**src/rtl/mc_ctrl_pkg.sv**
```systemverilog
// mc_ctrl_pkg: opcodes, state and control-word encodings and opcode dispatch for mc_ctrl (ORI gated by MC_CTRL_ORI_EN)
package mc_ctrl_pkg;
    localparam logic [5:0] OP_R    = 6'b000000;
    localparam logic [5:0] OP_LW   = 6'b100011;
    localparam logic [5:0] OP_SW   = 6'b101011;
    localparam logic [5:0] OP_BEQ  = 6'b000100;
    localparam logic [5:0] OP_ADDI = 6'b001000;
    localparam logic [5:0] OP_J    = 6'b000010;
    localparam logic [5:0] OP_ORI  = 6'b001101;

    typedef enum logic [3:0] {
        FETCH  = 4'd0,
        DECODE = 4'd1,
        MEMADR = 4'd2,
        MEMRD  = 4'd3,
        MEMWB  = 4'd4,
        MEMWR  = 4'd5,
        EXEC   = 4'd6,
        ALUWB  = 4'd7,
        BRANCH = 4'd8,
        ADDIEX = 4'd9,
        IMMWB  = 4'd10,
        JUMP   = 4'd11,
        ORIEX  = 4'd12
    } state_t;

    localparam logic [1:0] ALUOP_ADD   = 2'b00;
    localparam logic [1:0] ALUOP_SUB   = 2'b01;
    localparam logic [1:0] ALUOP_FUNCT = 2'b10;
    localparam logic [1:0] ALUOP_OR    = 2'b11;

    localparam logic [1:0] SRCB_RS2   = 2'b00;
    localparam logic [1:0] SRCB_FOUR  = 2'b01;
    localparam logic [1:0] SRCB_IMM   = 2'b10;
    localparam logic [1:0] SRCB_IMMSH = 2'b11;

    localparam logic [1:0] PC_ALU    = 2'b00;
    localparam logic [1:0] PC_ALUOUT = 2'b01;
    localparam logic [1:0] PC_JUMP   = 2'b10;

    typedef struct packed {
        logic       iord;
        logic       memwrite;
        logic       irwrite;
        logic       pcwrite;
        logic       branch;
        logic       alusrca;
        logic       memtoreg;
        logic       regdst;
        logic       regwrite;
        logic [1:0] alusrcb;
        logic [1:0] pcsrc;
        logic [1:0] aluop;
    } ctrl_t;

    // FETCH doubles as the "unsupported opcode" result
    function automatic state_t dispatch(input logic [5:0] op);
        return (op == OP_LW || op == OP_SW) ? MEMADR :
               (op == OP_R)    ? EXEC   :
               (op == OP_BEQ)  ? BRANCH :
               (op == OP_ADDI) ? ADDIEX :
               (op == OP_J)    ? JUMP   :
`ifdef MC_CTRL_ORI_EN
               (op == OP_ORI)  ? ORIEX  :
`endif
               FETCH;
    endfunction
endpackage

```
**src/rtl/mc_ctrl_sigs.sv**
```systemverilog
// mc_ctrl_sigs: Moore state-to-control-word map (ORIEX present only with MC_CTRL_ORI_EN)
module mc_ctrl_sigs
    import mc_ctrl_pkg::*;
(
    input  state_t state_i,
    output ctrl_t  ctrl_o
);
    always_comb begin
        ctrl_o         = '0;
        ctrl_o.alusrcb = SRCB_RS2;
        ctrl_o.pcsrc   = PC_ALU;
        ctrl_o.aluop   = ALUOP_ADD;
        unique case (state_i)
            FETCH: begin
                ctrl_o.irwrite = 1'b1;
                ctrl_o.pcwrite = 1'b1;
                ctrl_o.alusrcb = SRCB_FOUR;
            end
            DECODE: ctrl_o.alusrcb = SRCB_IMMSH;
            MEMADR: begin
                ctrl_o.alusrca = 1'b1;
                ctrl_o.alusrcb = SRCB_IMM;
            end
            MEMRD: ctrl_o.iord = 1'b1;
            MEMWB: begin
                ctrl_o.regwrite = 1'b1;
                ctrl_o.memtoreg = 1'b1;
            end
            MEMWR: begin
                ctrl_o.iord     = 1'b1;
                ctrl_o.memwrite = 1'b1;
            end
            EXEC: begin
                ctrl_o.alusrca = 1'b1;
                ctrl_o.aluop   = ALUOP_FUNCT;
            end
            ALUWB: begin
                ctrl_o.regdst   = 1'b1;
                ctrl_o.regwrite = 1'b1;
            end
            BRANCH: begin
                ctrl_o.alusrca = 1'b1;
                ctrl_o.aluop   = ALUOP_SUB;
                ctrl_o.branch  = 1'b1;
                ctrl_o.pcsrc   = PC_ALUOUT;
            end
            ADDIEX: begin
                ctrl_o.alusrca = 1'b1;
                ctrl_o.alusrcb = SRCB_IMM;
            end
`ifdef MC_CTRL_ORI_EN
            ORIEX: begin
                ctrl_o.alusrca = 1'b1;
                ctrl_o.alusrcb = SRCB_IMM;
                ctrl_o.aluop   = ALUOP_OR;
            end
`endif
            IMMWB: ctrl_o.regwrite = 1'b1;
            JUMP: begin
                ctrl_o.pcwrite = 1'b1;
                ctrl_o.pcsrc   = PC_JUMP;
            end
            default: ;
        endcase
    end
endmodule

```
**src/rtl/mc_ctrl.sv**
```systemverilog
// mc_ctrl: multicycle MIPS control FSM with memory wait states, illegal-op pulse and retire counter (ORI via MC_CTRL_ORI_EN)
module mc_ctrl
    import mc_ctrl_pkg::*;
#(
    parameter int CNT_W = 32
) (
    input  logic             clk,
    input  logic             rst,
    input  logic [5:0]       op,
    input  logic             mem_rdy,
    output logic             iord,
    output logic             memwrite,
    output logic             irwrite,
    output logic             pcwrite,
    output logic             branch,
    output logic             alusrca,
    output logic             memtoreg,
    output logic             regdst,
    output logic             regwrite,
    output logic [1:0]       alusrcb,
    output logic [1:0]       pcsrc,
    output logic [1:0]       aluop,
    output logic [3:0]       state,
    output logic             illegal_op,
    output logic [CNT_W-1:0] instret
);
    state_t           state_q, state_d;
    logic [CNT_W-1:0] instret_q;
    ctrl_t            ctrl;
    logic             retire, fetch_ok;

    mc_ctrl_sigs u_sigs (
        .state_i(state_q),
        .ctrl_o (ctrl)
    );

    always_comb begin
        state_d = state_q;
        unique case (state_q)
            FETCH:  state_d = mem_rdy ? DECODE : FETCH;
            DECODE: state_d = dispatch(op);
            MEMADR: state_d = (op == OP_SW) ? MEMWR : MEMRD;
            MEMRD:  state_d = mem_rdy ? MEMWB : MEMRD;
            MEMWR:  state_d = mem_rdy ? FETCH : MEMWR;
            EXEC:   state_d = ALUWB;
            ADDIEX: state_d = IMMWB;
`ifdef MC_CTRL_ORI_EN
            ORIEX:  state_d = IMMWB;
`endif
            default: state_d = FETCH;
        endcase
    end

    // Only completed instructions count; the DECODE->FETCH illegal path does not
    assign retire = (state_d == FETCH) &&
                    (state_q inside {MEMWB, MEMWR, ALUWB, BRANCH, IMMWB, JUMP});

    always_ff @(posedge clk) begin
        if (rst) begin
            state_q   <= FETCH;
            instret_q <= '0;
        end else begin
            state_q   <= state_d;
            instret_q <= instret_q + CNT_W'(retire);
        end
    end

    assign fetch_ok   = (state_q != FETCH) || mem_rdy;
    assign irwrite    = ctrl.irwrite & fetch_ok & ~rst;
    assign pcwrite    = ctrl.pcwrite & fetch_ok & ~rst;
    assign memwrite   = ctrl.memwrite & ~rst;
    assign regwrite   = ctrl.regwrite & ~rst;
    assign branch     = ctrl.branch & ~rst;
    assign iord       = ctrl.iord;
    assign alusrca    = ctrl.alusrca;
    assign memtoreg   = ctrl.memtoreg;
    assign regdst     = ctrl.regdst;
    assign alusrcb    = ctrl.alusrcb;
    assign pcsrc      = ctrl.pcsrc;
    assign aluop      = ctrl.aluop;
    assign state      = state_q;
    assign illegal_op = (state_q == DECODE) && (dispatch(op) == FETCH);
    assign instret    = instret_q;
endmodule
```
**config.mk**
```make
export PLATFORM = sky130hd
export DESIGN_NAME = mc_ctrl
export DESIGN_NICKNAME = d
export VERILOG_FILES = /design/src/rtl/mc_ctrl_pkg.sv /design/src/rtl/mc_ctrl_sigs.sv /design/src/rtl/mc_ctrl.sv
export SDC_FILE = /design/constraint.sdc
export NUM_CORES = 1
export LEC_CHECK = 0
export ABC_AREA = 1
export CAP_MARGIN = 40
export CORE_MARGIN = 4
export CORE_UTILIZATION = 54
export CTS_BUF_LIST = sky130_fd_sc_hd__clkbuf_4
export CTS_CLUSTER_DIAMETER = 60
export DETAILED_ROUTE_END_ITERATION = 16
export GPL_ROUTABILITY_DRIVEN = 0
export PLACE_DENSITY_LB_ADDON = 0.08
export SLEW_MARGIN = 20
export SYNTH_ARGS = -nofsm -noshare
export SYNTH_HDL_FRONTEND = slang
export SYNTH_SLANG_ARGS = --single-unit
```
**constraint.sdc**
```tcl
create_clock -name clk -period 5.2 [get_ports clk]
set_input_delay 1.04 -clock clk [delete_from_list [all_inputs] [get_ports clk]]
set_output_delay 1.04 -clock clk [all_outputs]
set_load 0.01 [all_outputs]
```
Yosys cells after proc, flatten, opt, wreduce, memory -nomap -nowiden
Index checks and enable logic that the tools add are counted.

Output and inout port bits: 52. Flip-flop bits (word level): 36. Input port bits: 9. Memories: 0. Bits in latches: 0. ROM bits: 0. Memory bits (writable): 0. Logic and storage cells: 64.

Equality and inequality tests: 16. Mux-type cells: 22. Shift-type cells: 0. Div/mod/pow operators: 0. $add $sub $neg: 1. $lt $le $gt $ge: 0. Bitwise logic cells: 8. Multipliers: 0. Reductions and logical operators: 15.

Operator list (count): adder 32 x 1 -> 32 bit (1); one-hot mux 4 bit (7 select lines) (1); 2-to-1 mux 4 bit (5); == test 4 x 3 -> 1 bit, second input constant (4); == test 4 bit, second input constant (4); == test 6 bit, second input constant (2); logical NOT 4 bit (3); 2-to-1 mux 1 bit (10); 2-to-1 mux 3 bit (3); == test 4 x 2 -> 1 bit, second input constant (2); one-hot mux 2 bit (2 select lines) (2); AND 1 bit (7); == test 6 x 2 -> 1 bit, second input constant (1); == test 6 x 3 -> 1 bit, second input constant (1); == test 6 x 4 -> 1 bit, second input constant (1); logical NOT 6 bit (1); one-hot mux 2 bit (3 select lines) (1); nonzero test 6 bit (1); OR reduction 2 bit (3); == test 4 x 1 -> 1 bit, second input constant (1); nonzero test 4 bit (1); OR reduction 4 bit (1); OR reduction 3 bit (1); logical AND 1 bit (2); other kinds (2) (3).

Longest topological paths before layout
Gate-level depths: netlist (run 1).

Word-level depth: 10. Gate-level depth with buffers: 17. Gate-level depth less buffers: 17.

By module
From an unflattened synthesis (run 1), not the netlist that was laid out.

Cell total of the unflattened synthesis: 409. Area, all modules: 2401.1 µm².

By module, submodules not included: mc_ctrl (instances 1, sequential area each 720.7 µm², area an instance 2237.1 µm², cells an instance 372); mc_ctrl_sigs (instances 1, sequential area each 0.0 µm², area an instance 163.9 µm², cells an instance 37).

Worst setup path after synthesis (run 1)
Ideal clock, no wire load.

Path type: input to register. Start: input op[1]. End: register instret_q[22] (netlist: instret[22]). Library setup time: 113 ps. Stages: 16. Required time: 5087 ps. Path buffers: 0. Arrival time: 2724 ps. Slack: 2363 ps. Cell sequence: nor2_1 and2_1 nand2_1 nand2_1 nand2_1 nand2_1 a21oi_1 ha_1 ha_1 inv_1 nor2_4 nand2_2 nor2_4 nand4_1 nand2_1 nor2_1.

Cells in the longest elaborated chain, start to end: 10. Elaborated cells between the ends (all ways): 17. Those cells by class: add/sub (1); eq/ne (5); mux (7); reduce/logical (4).

Ends and longest elaborated chain: from (decl) (RTL line mc_ctrl.sv:9) `input logic [5:0] op,`; == test 6 x 2 -> 1 bit (RTL line mc_ctrl_pkg.sv:62) `(op == OP_J) ? JUMP :`; 2-to-1 mux 4 bit (RTL line mc_ctrl_pkg.sv:62); 2-to-1 mux 4 bit (RTL line mc_ctrl_pkg.sv:61) `(op == OP_ADDI) ? ADDIEX :`; 2-to-1 mux 4 bit (RTL line mc_ctrl_pkg.sv:60) `(op == OP_BEQ) ? BRANCH :`; 2-to-1 mux 4 bit (RTL line mc_ctrl_pkg.sv:59) `(op == OP_R) ? EXEC :`; 2-to-1 mux 4 bit (RTL line mc_ctrl_pkg.sv:58) `return (op == OP_LW || op == OP_SW) ? MEMADR :`; one-hot mux 4 bit (7 select lines) (*) (RTL line mc_ctrl.sv:39) `unique case (state_q)`; logical NOT 4 bit (*) (RTL line mc_ctrl.sv:55) `assign retire = (state_d == FETCH) &&`; logical AND 1 bit (*) (RTL line mc_ctrl.sv:55); adder 32 x 1 -> 32 bit (*) (RTL line mc_ctrl.sv:64) `instret_q <= instret_q + CNT_W'(retire);`; to (signal assigned) (RTL line mc_ctrl.sv:64); to (decl) (RTL line mc_ctrl.sv:28) `logic [CNT_W-1:0] instret_q;`.

Mark *: on every way between the ends. The rest lies on a longest branch, timed or not. A chain may end at the register's enable or synchronous reset.

Worst setup path after layout (run 1)
Start: input rst. End: output pcwrite.

Cells in the longest elaborated chain, start to end: 2.

Ends and longest elaborated chain: from (decl) (RTL line mc_ctrl.sv:8) `input logic rst,`; inverter 1 bit (RTL line mc_ctrl.sv:70) `assign pcwrite = ctrl.pcwrite & fetch_ok & ~rst;`; AND 1 bit (RTL line mc_ctrl.sv:70); to (decl) (RTL line mc_ctrl.sv:14) `output logic pcwrite,`.

No other way between the ends.

==> results.md, run 1 <==
- Clock latency at the later pin of the worst-skew pair: 0.35 ns
- Area share of the largest cell type after synthesis: 0.321
- Most frequent cell on the critical path: clkdlybuf4s50_1
- DRC marker count from the first detailed-route iteration: 171
- Critical-path maximum fanout: 36
- Fraction of final layout cells sized beyond drive strength 1: 0.0665
- Total overflow reported by the global router: 0
- Max capacitance violation total: 0
- Number of antenna violations at the first check in global routing: 0
- Max Clock Skew: 0.00979 ns
- CTS tree: done
- Hold Vio Cnt, Final: 0
- Die Ht: 72.5 µm
- Outcome: finished clean
- CP Data Required Time: 4.16 ns
- Detailed placement HPWL: ~4900 µm
- Ports: 61
- Cell accounting for the most synthesized area: dfxtp_1
- Post-CTS resize count: 0
- Number of clock buffers inserted by TritonCTS: 5
- Period minus WS final: 3.86 ns
- Maximum clock rate: approximately 260 MHz
- Cell area after synthesis: 2240 µm²
- Antenna cell count: 0
- Unique masters post-synth: 23
- Hold Path Class: reg2reg
- Number of synthesis warnings: 0
- Count of final max-slew check failures: 0
- Total Routing Usage GR: 0.249
- Final-layout worst hold slack: 0.490 ns
- Maximum number of pins on one net before global-route repair: 37
- Worst Max-Slew Pin Slew: approximately 0.4 ns
- Share of synthesized area occupied by flip-flops and latches: 0.321
- Placement Rows: 23
- Post-synthesis to final-layout area growth: 31.5%
- Filler-free cell count of the finished design: 486
- Arrival time of data at the critical path endpoint: 2.82 ns
- Wire length of the first global-routing pass: 10,500 µm
- Net count after synthesis: 383
- Static leakage power: approximately 1 nW
- Cells taking the most area after synthesis: dfxtp_1, nand2_1, nor2_1
- # clock sinks: 36
- Routed WL per cell: 12.9 µm
- Die footprint: 5250 µm²
- Number of search-and-repair iterations in the first detailed-routing pass: 7
- Slowest cell delay on critical path: 0.50 ns
- Leading cell types in the layout, fill and taps excluded: nand2_1, nor2_1, clkdlybuf4s50_1
- Kind of capture point of the worst setup path: output port
- Mean number of vias per cell: about 5.3
- Slowest cell on the critical path: clkdlybuf4s50_1
- Starting Density: 0.561
- H-Tree Depth: 2
- Detail Route Antenna Nets: 0
- Share of the clock period used by the worst path after layout: 0.742
- Synthesized instance count: 372
- Critical setup path kind: in2out
- Via Count: about 2.6k
- Critical path startpoint: rst
- Number of global-route vias before repair: 2,399
- Final setup fails: 0
- Areal power density over the cells: between 150 and 200 nW/µm²
- Count of buffers added by post-CTS timing repair for setup: 0
- Post-synthesis area per instance: between 6 and 7 µm²
- Clock slew at reported path FFs: 0.11 ns
- PortBufs: 60
- Clk Tree Root Cell: clkbuf_4
- RSZ-0062 raised after global routing: false
- Peak supply drop: 0.126 mV
- Cells along the critical path: clkdlybuf4s50_1 -> buf_4 -> inv_1 -> nand2_1 -> o21ai_0 -> clkdlybuf4s50_1
- Cts-stage hold buffer count: 0
- Fin Setup TNS: 0 ns
- Worst-case clock buffer depth: 2
- R2r startpoint: state[1]$_SDFF_PP0_
- Width of the die: 72.5 µm
- Total Routed Length: 6290 µm
- Critical hold path startpoint: instret[31]$_SDFF_PP0_
- Headroom to the max-slew limit: 0.737
- Instance count after placement with tap cells included: around 480
- Total number of nets in the final design: 447
- Worst slack at placement: 1.36 ns
- Slack of the critical path: 1.34 ns
- CP startpoint kind: input pin
- Count of state elements after synthesis: 36
- Filler cell count: 380
- Most common library cell in the layout ignoring fill and taps: nand2_1
- Count of unresolved DRC violations after routing: 0
- Area of the placeable core: 4000 µm²
[cell families after synthesis]
group / count (synthesis) / synth area share
XOR/XNOR: 5 / 0.0195
AO/OA/AOI/OAI: 39 / 0.0926
flip-flops: 36 / 0.321
buffers and inverters: 48 / 0.0803
AND/OR/NAND/NOR: 242 / 0.475
adder cells (fa/ha/maj): 2 / 0.0112
[report_power, final]
group,total [mW],internal (mW),switching [mW]
registers,0.277,0.276,0.00108
clock network,0.151,0.0551,0.0958
logic,0.0366,0.0165,0.0201
total,0.465,0.348,0.117
[worst max-delay path, delay by kind of cell]
| family | cells | cell delay, ns |
|---|---|---|
| AND/OR/NAND/NOR | 1 | 0.11 |
| buffers and inverters | 4 | 1.57 |
| AO/OA/AOI/OAI | 1 | 0.08 |
[synth_stat cells (all sizes together)]
cell type,n
a21oi,26
and2,1
clkbuf,4
dfxtp,36
ha,2
inv,44
nand2,112
nand3,22
nand3b,1
nand4,6
nor2,98
nor3,1
nor3b,1
o21a,5
o21ai,8
xnor2,2
xor2,3
[state kept, by name, indices dropped and copies added, names as in the netlist]
register / cells
instret: 32
state: 4
[worst paths after layout]
kind,to,slack (ns),cells after the start
max,pcwrite,1.34,6
min,instret[31]$_SDFF_PP0_,0.49,2
max reg2reg,instret[22]$_SDFF_PP0_,2.42,17
min reg2reg,instret[31]$_SDFF_PP0_,0.49,2
[through the flow]
stage               cell area, µm²   util  total power, mW
floorplan                     2240      -            0.302
global placement              2900  0.725            0.319
detailed placement            2900  0.725            0.320
CTS                           2950  0.737            0.468
global route                  2950  0.737            0.481
finish                        2950  0.737            0.465
[routing by layer]
| metal | routed length (µm) | vias up | GRT usage |
|---|---|---|---|
| li1 | - | 1289 | - |
| met1 | 2850 | 1175 | 0.324 |
| met2 | 2960 | 87 | 0.413 |
| met3 | 366 | 10 | 0.0416 |
| met4 | 107 | 0 | 0.0922 |
| met5 | 0 | - | 0 |
[layout make-up]
type | count | area (µm²) | area share
timing repair buffer | 61 | 608 | 0.206
clock inverter | 1 | 5.00 | 0.00170
clock buffer | 6 | 45.0 | 0.0153
multi-input combinational | 288 | 1340 | 0.455
sequential | 36 | 721 | 0.244
inverter | 44 | 165 | 0.0560
tap | 50 | 62.6 | 0.0212
No activity file was read; power rests on OpenSTA's default activity.
==> run 2, diff against run 1 <==
Settings changed: CORE_UTILIZATION 54 to 45.
Clock period 5.2 ns to 3.2 ns, I/O delays scaled along.
==> run 2 against run 1 <==
Core utilization is 11 points lower. Die area is 18% higher. Sequential power is 63% higher. Clock skew is 0.0037 ns higher. Clock power is 70% higher. Design area is 1.4% higher. Count of clock-buffer cells in the layout is 1 higher. Flip-flop and latch count stayed put. Worst setup slack worse by 1.1 ns. Via count is 2.8% lower. Largest power group unchanged.
==> results.md, run 2 (synthesized netlist as in run 1, its figures left out) <==
- Outcome: finished clean
- Total overflow reported by the global router: 0
- R2r startpoint: state[1]$_SDFF_PP0_
- Detailed placement HPWL: 4810 µm
- Count of unresolved DRC violations after routing: 0
- Maximum clock rate: 338 MHz
- Finished Core Util: 0.625
- Met2 track utilization from global routing: 0.316
- Placed Instance Area: about 2900 µm²
- Post-CTS resize count: 0
- Total Routing Usage GR: 0.207
- Switching Fraction: 0.247
- Antenna cell count: 0
- DRC marker count from the first detailed-route iteration: between 200 and 300
- Hold Path Class: reg2reg
- Fraction of power consumed by the clock network: 0.335
- P_sw: 0.190 mW
- Detail Route Antenna Nets: 0
- Die Ht: between 70 and 80 µm
- Die footprint: 6180 µm²
- Fin Setup TNS: 0 ns
- Area of the placeable core: 4790 µm²
- Instance count after placement with tap cells included: 498
- Critical setup path kind: in2out
- Number of clock buffers inserted by TritonCTS: 5
- Count of buffers added by post-CTS timing repair for setup: 0
- Cts-stage hold buffer count: 0
- Clock latency at the later pin of the worst-skew pair: about 0.34 ns
- Count of final max-slew check failures: 0
- Critical hold path startpoint: instret[31]$_SDFF_PP0_
- Share of the clock period used by the worst path after layout: 0.925
- Final Cell Area: 2990 µm²
- Final setup fails: 0
- Critical-path maximum fanout: 3
- Worst-case clock buffer depth: 2
- CP delay by family, top: buffers and inverters
- Mean number of vias per cell: between 4 and 5
- Cells along the critical path: clkdlybuf4s50_1 -> nor2_1 -> and2_1 -> nand2_1 -> nand3_1 -> nor3b_1 -> clkdlybuf4s50_1
- Clk Tree Root Cell: clkbuf_4
- Kind of capture point of the worst setup path: output port
- Fraction of final layout cells sized beyond drive strength 1: 0.0706
- RSZ-0062 raised after global routing: false
- Slowest cell delay on critical path: 0.57 ns
- Areal power density over the cells: 257 nW/µm²
- Filler-free cell count of the finished design: around 500
- Most common library cell in the layout ignoring fill and taps: nand2_1
- Hold Vio Cnt, Final: 0
- Met1 usage in global routing: 0.286
- Sequential group share of total power: 0.587
- Headroom to the max-slew limit: 0.786
- Total number of nets in the final design: 449
- Total internal power: 0.578 mW
- PortBufs: 60
- CTS tree: done
- Proportion of power drawn by combinational gates: 0.078
- Leading cell types in the layout, fill and taps excluded: nand2_1, nor2_1, clkdlybuf4s50_1
- Maximum number of pins on one net before global-route repair: 25
- Total Routed Length: approximately 6000 µm
- Critical path startpoint: op[1]
- Routed WL per cell: about 12 µm
- Number of antenna violations at the first check in global routing: 0
- Most frequent cell on the critical path: clkdlybuf4s50_1
- Period minus WS final: 2.96 ns
- CP startpoint kind: input pin
- Number of global-route vias before repair: 2,255
- Slowest cell on the critical path: clkdlybuf4s50_1
- Width of the die: 78.6 µm
- Max Clock Skew: 0.0135 ns
- Wire length of the first global-routing pass: 10,300 µm
- Power Total: 0.768 mW
- Number of search-and-repair iterations in the first detailed-routing pass: 5
- # clock sinks: 36
- Post-synthesis to final-layout area growth: 33.4%
- Peak supply drop: 0.222 mV
- Met3 capacity usage during global routing: 0.0585
- Ports: around 60
- Static leakage power: 1.03 nW
- Most Used Layer, Global Route: met2
- Arrival time of data at the critical path endpoint: 2.32 ns
- H-Tree Depth: 2
- Worst Max-Slew Pin Slew: 0.321 ns
- Max FFs per register: 32
- CP Data Required Time: 2.56 ns
- Starting Density: 0.469
- Via Count: about 2.5k
- Placement Rows: 25
- Max capacitance violation total: 0
- Clock slew at reported path FFs: 0.11 ns
- WP buf/inv: 2
## run 2: cell types whose count changed in the layout (fill, tap and decap cells not counted)
cell / change
buf_4: +2
clkbuf_4: +1
clkinv_1: +1
clkinv_2: -1
## run 2: stage by stage
stage          hold WS (ns)  worst slack [ns]
2_1_floorplan         0.495             0.763
3_3_place_gp          0.464             0.134
3_5_place_dp          0.473            0.0762
4_1_cts               0.489             0.219
5_1_grt               0.533             0.127
6_report              0.488             0.240
## run 2: cell type report
cell class | instances | area, µm²
Clock inverter | 1 | 3.75
Inverter | 44 | 165
Clock buffer | 7 | 52.6
Tap cell | 67 | 83.8
Multi-Input combinational cell | 288 | 1340
Fill cell | 464 | 1790
Timing Repair Buffer | 63 | 623
Sequential cell | 36 | 721
## run 2: per-layer routing
metal / up-vias / wire [µm]
met3: 8 / 450
met4: 0 / 78
met2: 91 / 2750
li1: 1299 / -
met1: 1091 / 2860
met5: - / 0
## run 2: power by group through the flow
stage	Combinational (mW)	Sequential [mW]	Clock, mW
global route	0.0668	0.451	0.289
CTS	0.0606	0.451	0.262
finish	0.0603	0.451	0.257
detailed placement	0.0603	0.461	0
global placement	0.0604	0.461	0
floorplan	0.0291	0.461	0
## run 2: worst reg2reg max path: cells and delay by family (launching register included)
family	cells	cell delay, ns
adder cells (fa/ha/maj)	2	0.45
AND/OR/NAND/NOR	11	1.20
AO/OA/AOI/OAI	2	0.27
flip-flops	1	0.45
buffers and inverters	1	0.06
## run 2: final timing paths
| kind | to | slack [ns] | cells past startpoint |
|---|---|---|---|
| setup / recovery | illegal_op | 0.24 | 7 |
| hold / removal | instret[31]$_SDFF_PP0_ | 0.49 | 2 |
| setup reg to reg | instret[30]$_SDFF_PP0_ | 0.69 | 16 |
| hold reg to reg | instret[31]$_SDFF_PP0_ | 0.49 | 2 |
==> run 3, diff against run 2 <==
Settings changed: CORE_UTILIZATION 45 to 44, CTS_BUF_LIST sky130_fd_sc_hd__clkbuf_4 to not set, GPL_ROUTABILITY_DRIVEN 0 to not set.
==> run 3 against run 2 <==
Via count is 1.4% higher. Clock power is 72% higher. Flip-flop and latch count stayed put. Critical endpoint unchanged. Combinational power is 0.7% higher. Non-clock buffer count stayed put. Sequential share of layout area is 0.55 points lower. Clock skew is 0.0087 ns lower. Wire length is 3.1% higher. First-iteration DRC count is 49% lower. Worst hold slack worse by 0.0066 ns. Critical path type unchanged.
==> results.md, run 3 (synthesized netlist as in run 1, its figures left out) <==
- Count of buffers added by post-CTS timing repair for setup: 0
- DRC marker count from the first detailed-route iteration: 136
- # clock sinks: 36
- Clk Tree Root Cell: clkbuf_8
- Number of clock buffers inserted by TritonCTS: 5
- Filler cell count: 484
- Number of search-and-repair iterations in the first detailed-routing pass: 4
- Die Ht: 79.4 µm
- Post-CTS resize count: 0
- Areal power density over the cells: 312 nW/µm²
- Worst-case clock buffer depth: 2
- Cells along the critical path: clkdlybuf4s50_1 -> nor2_1 -> and2_1 -> nand2_1 -> nand3_1 -> nor3b_1 -> clkdlybuf4s50_1
- Mean number of vias per cell: approximately 5.0
- CTS tree: done
- Area of the placeable core: 4820 µm²
- Total Routed Length: about 6300 µm
- Wire length of the first global-routing pass: 10,700 µm
- Detailed placement HPWL: 4980 µm
- Ports: 61
- Worst Max-Slew Pin Slew: 0.302 ns
- Max Clock Skew: 0.00481 ns
- Routed WL per cell: 12.5 µm
- Slowest cell delay on critical path: about 0.57 ns
- Most frequent cell on the critical path: clkdlybuf4s50_1
- Total Routing Usage GR: 0.211
- Instance count after placement with tap cells included: about 500
- Total overflow reported by the global router: 0
- Most common library cell in the layout ignoring fill and taps: nand2_1
- Total number of nets in the final design: 449
- Final setup fails: 0
- Clock slew at reported path FFs: 0.08 ns
- R2r startpoint: state[1]$_SDFF_PP0_
- Fin Setup TNS: 0 ns
- Register-to-Register Setup Slack: 0.68 ns
- WP buf/inv: 2
- Detail Route Antenna Nets: 0
- Number of global-route vias before repair: approximately 2.4k
- CP Data Required Time: approximately 2.6 ns
- Outcome: finished clean
- Fraction of final layout cells sized beyond drive strength 1: 0.0729
- H-Tree Depth: 2
- Placement Rows: 25
- Width of the die: 79.4 µm
- PortBufs: 60
- Max capacitance violation total: 0
- CP delay by family, top: buffers and inverters
- Antenna cell count: 0
- Post-synthesis to final-layout area growth: 36.5%
- Hold Path Class: reg2reg
- Peak supply drop: 0.326 mV
- Via Count: about 2.5k
- CP Capture Point: illegal_op
- Maximum clock rate: 341 MHz
- Period minus WS final: a little under 3 ns
- Starting Density: 0.466
- Count of final max-slew check failures: 0
- Headroom to the max-slew limit: 0.798
- Slowest cell on the critical path: clkdlybuf4s50_1
- RSZ-0062 raised after global routing: false
- Gpl congestion: around 0.9
- CP startpoint kind: input pin
- End of the worst register-to-register path: instret[22]$_SDFF_PP0_
- Critical setup path kind: in2out
- Cts-stage hold buffer count: 0
- Number of antenna violations at the first check in global routing: 0
- Critical path startpoint: op[1]
- Critical-path maximum fanout: 3
- Count of unresolved DRC violations after routing: 0
- Maximum number of pins on one net before global-route repair: 26
- Max FFs per register: 32
- Kind of capture point of the worst setup path: output port
- Leading cell types in the layout, fill and taps excluded: nand2_1, nor2_1, clkdlybuf4s50_1
- Clock latency at the later pin of the worst-skew pair: 0.28 ns
- Die footprint: 6310 µm²
- Arrival time of data at the critical path endpoint: approximately 2.3 ns
- Share of the clock period used by the worst path after layout: 0.917
- Filler-free cell count of the finished design: 506
- Count of cell instances traversed by the critical path: 7
- Hold Vio Cnt, Final: 0
- Static leakage power: 1.07 nW
- Depth of the worst register-to-register path: 17
==> run 3: how the worst min path moves through the flow <==
stage,to,cells past startpoint,start,slack (ns)
detailed placement,instret[31]$_SDFF_PP0_,2,instret[31]$_SDFF_PP0_,0.47
global route,instret[31]$_SDFF_PP0_,2,instret[31]$_SDFF_PP0_,0.51
finish,instret[31]$_SDFF_PP0_,2,instret[31]$_SDFF_PP0_,0.48
floorplan,instret[31]$_SDFF_PP0_,2,instret[31]$_SDFF_PP0_,0.49
global placement,instret[31]$_SDFF_PP0_,2,instret[31]$_SDFF_PP0_,0.46
CTS,instret[31]$_SDFF_PP0_,2,instret[31]$_SDFF_PP0_,0.48
==> run 3: area by class of cell <==
type,instances,area (µm²),share of cell area
Clock inverter,1,30.0,0.00981
Sequential cell,36,721,0.235
Clock buffer,7,96.3,0.0315
Timing Repair Buffer,63,623,0.204
Multi-Input combinational cell,288,1340,0.438
Inverter,44,165,0.0539
Tap cell,67,83.8,0.0274
==> run 3: layer usage <==
metal	share of wire	global-route usage	routed length, µm	vias to the layer above
met4	0.014	0.0567	86	0
met5	0	0	0	-
li1	-	-	-	1295
met2	0.45	0.345	2850	87
met1	0.48	0.285	3030	1132
met3	0.056	0.0384	357	11
==> run 3: metrics by stage <==
stage               instance area (µm²)  hold slack [ns]  utilization  worst slack (ns)  power, mW
floorplan                          2240            0.495            -             0.763      0.490
global placement                   2940            0.462        0.609             0.131      0.521
detailed placement                 2940            0.473        0.609            0.0826      0.522
CTS                                3060            0.485        0.636             0.257      0.960
global route                       3060            0.511        0.636            0.0753      0.986
finish                             3060            0.481        0.636             0.267      0.954
==> run 3: power breakdown <==
group / switching, mW / internal [mW]
logic: 0.0330 / 0.0277
clock network: 0.168 / 0.275
registers: 0.00188 / 0.449
total: 0.203 / 0.752
==> run 3: tightest hold or removal path, delay by kind of cell (launching register included) <==
kind	cells	cell delay, ns
and+or+nand+nor	1	0.06
DFF	1	0.33
AOI/OAI and AO/OA	1	0.05
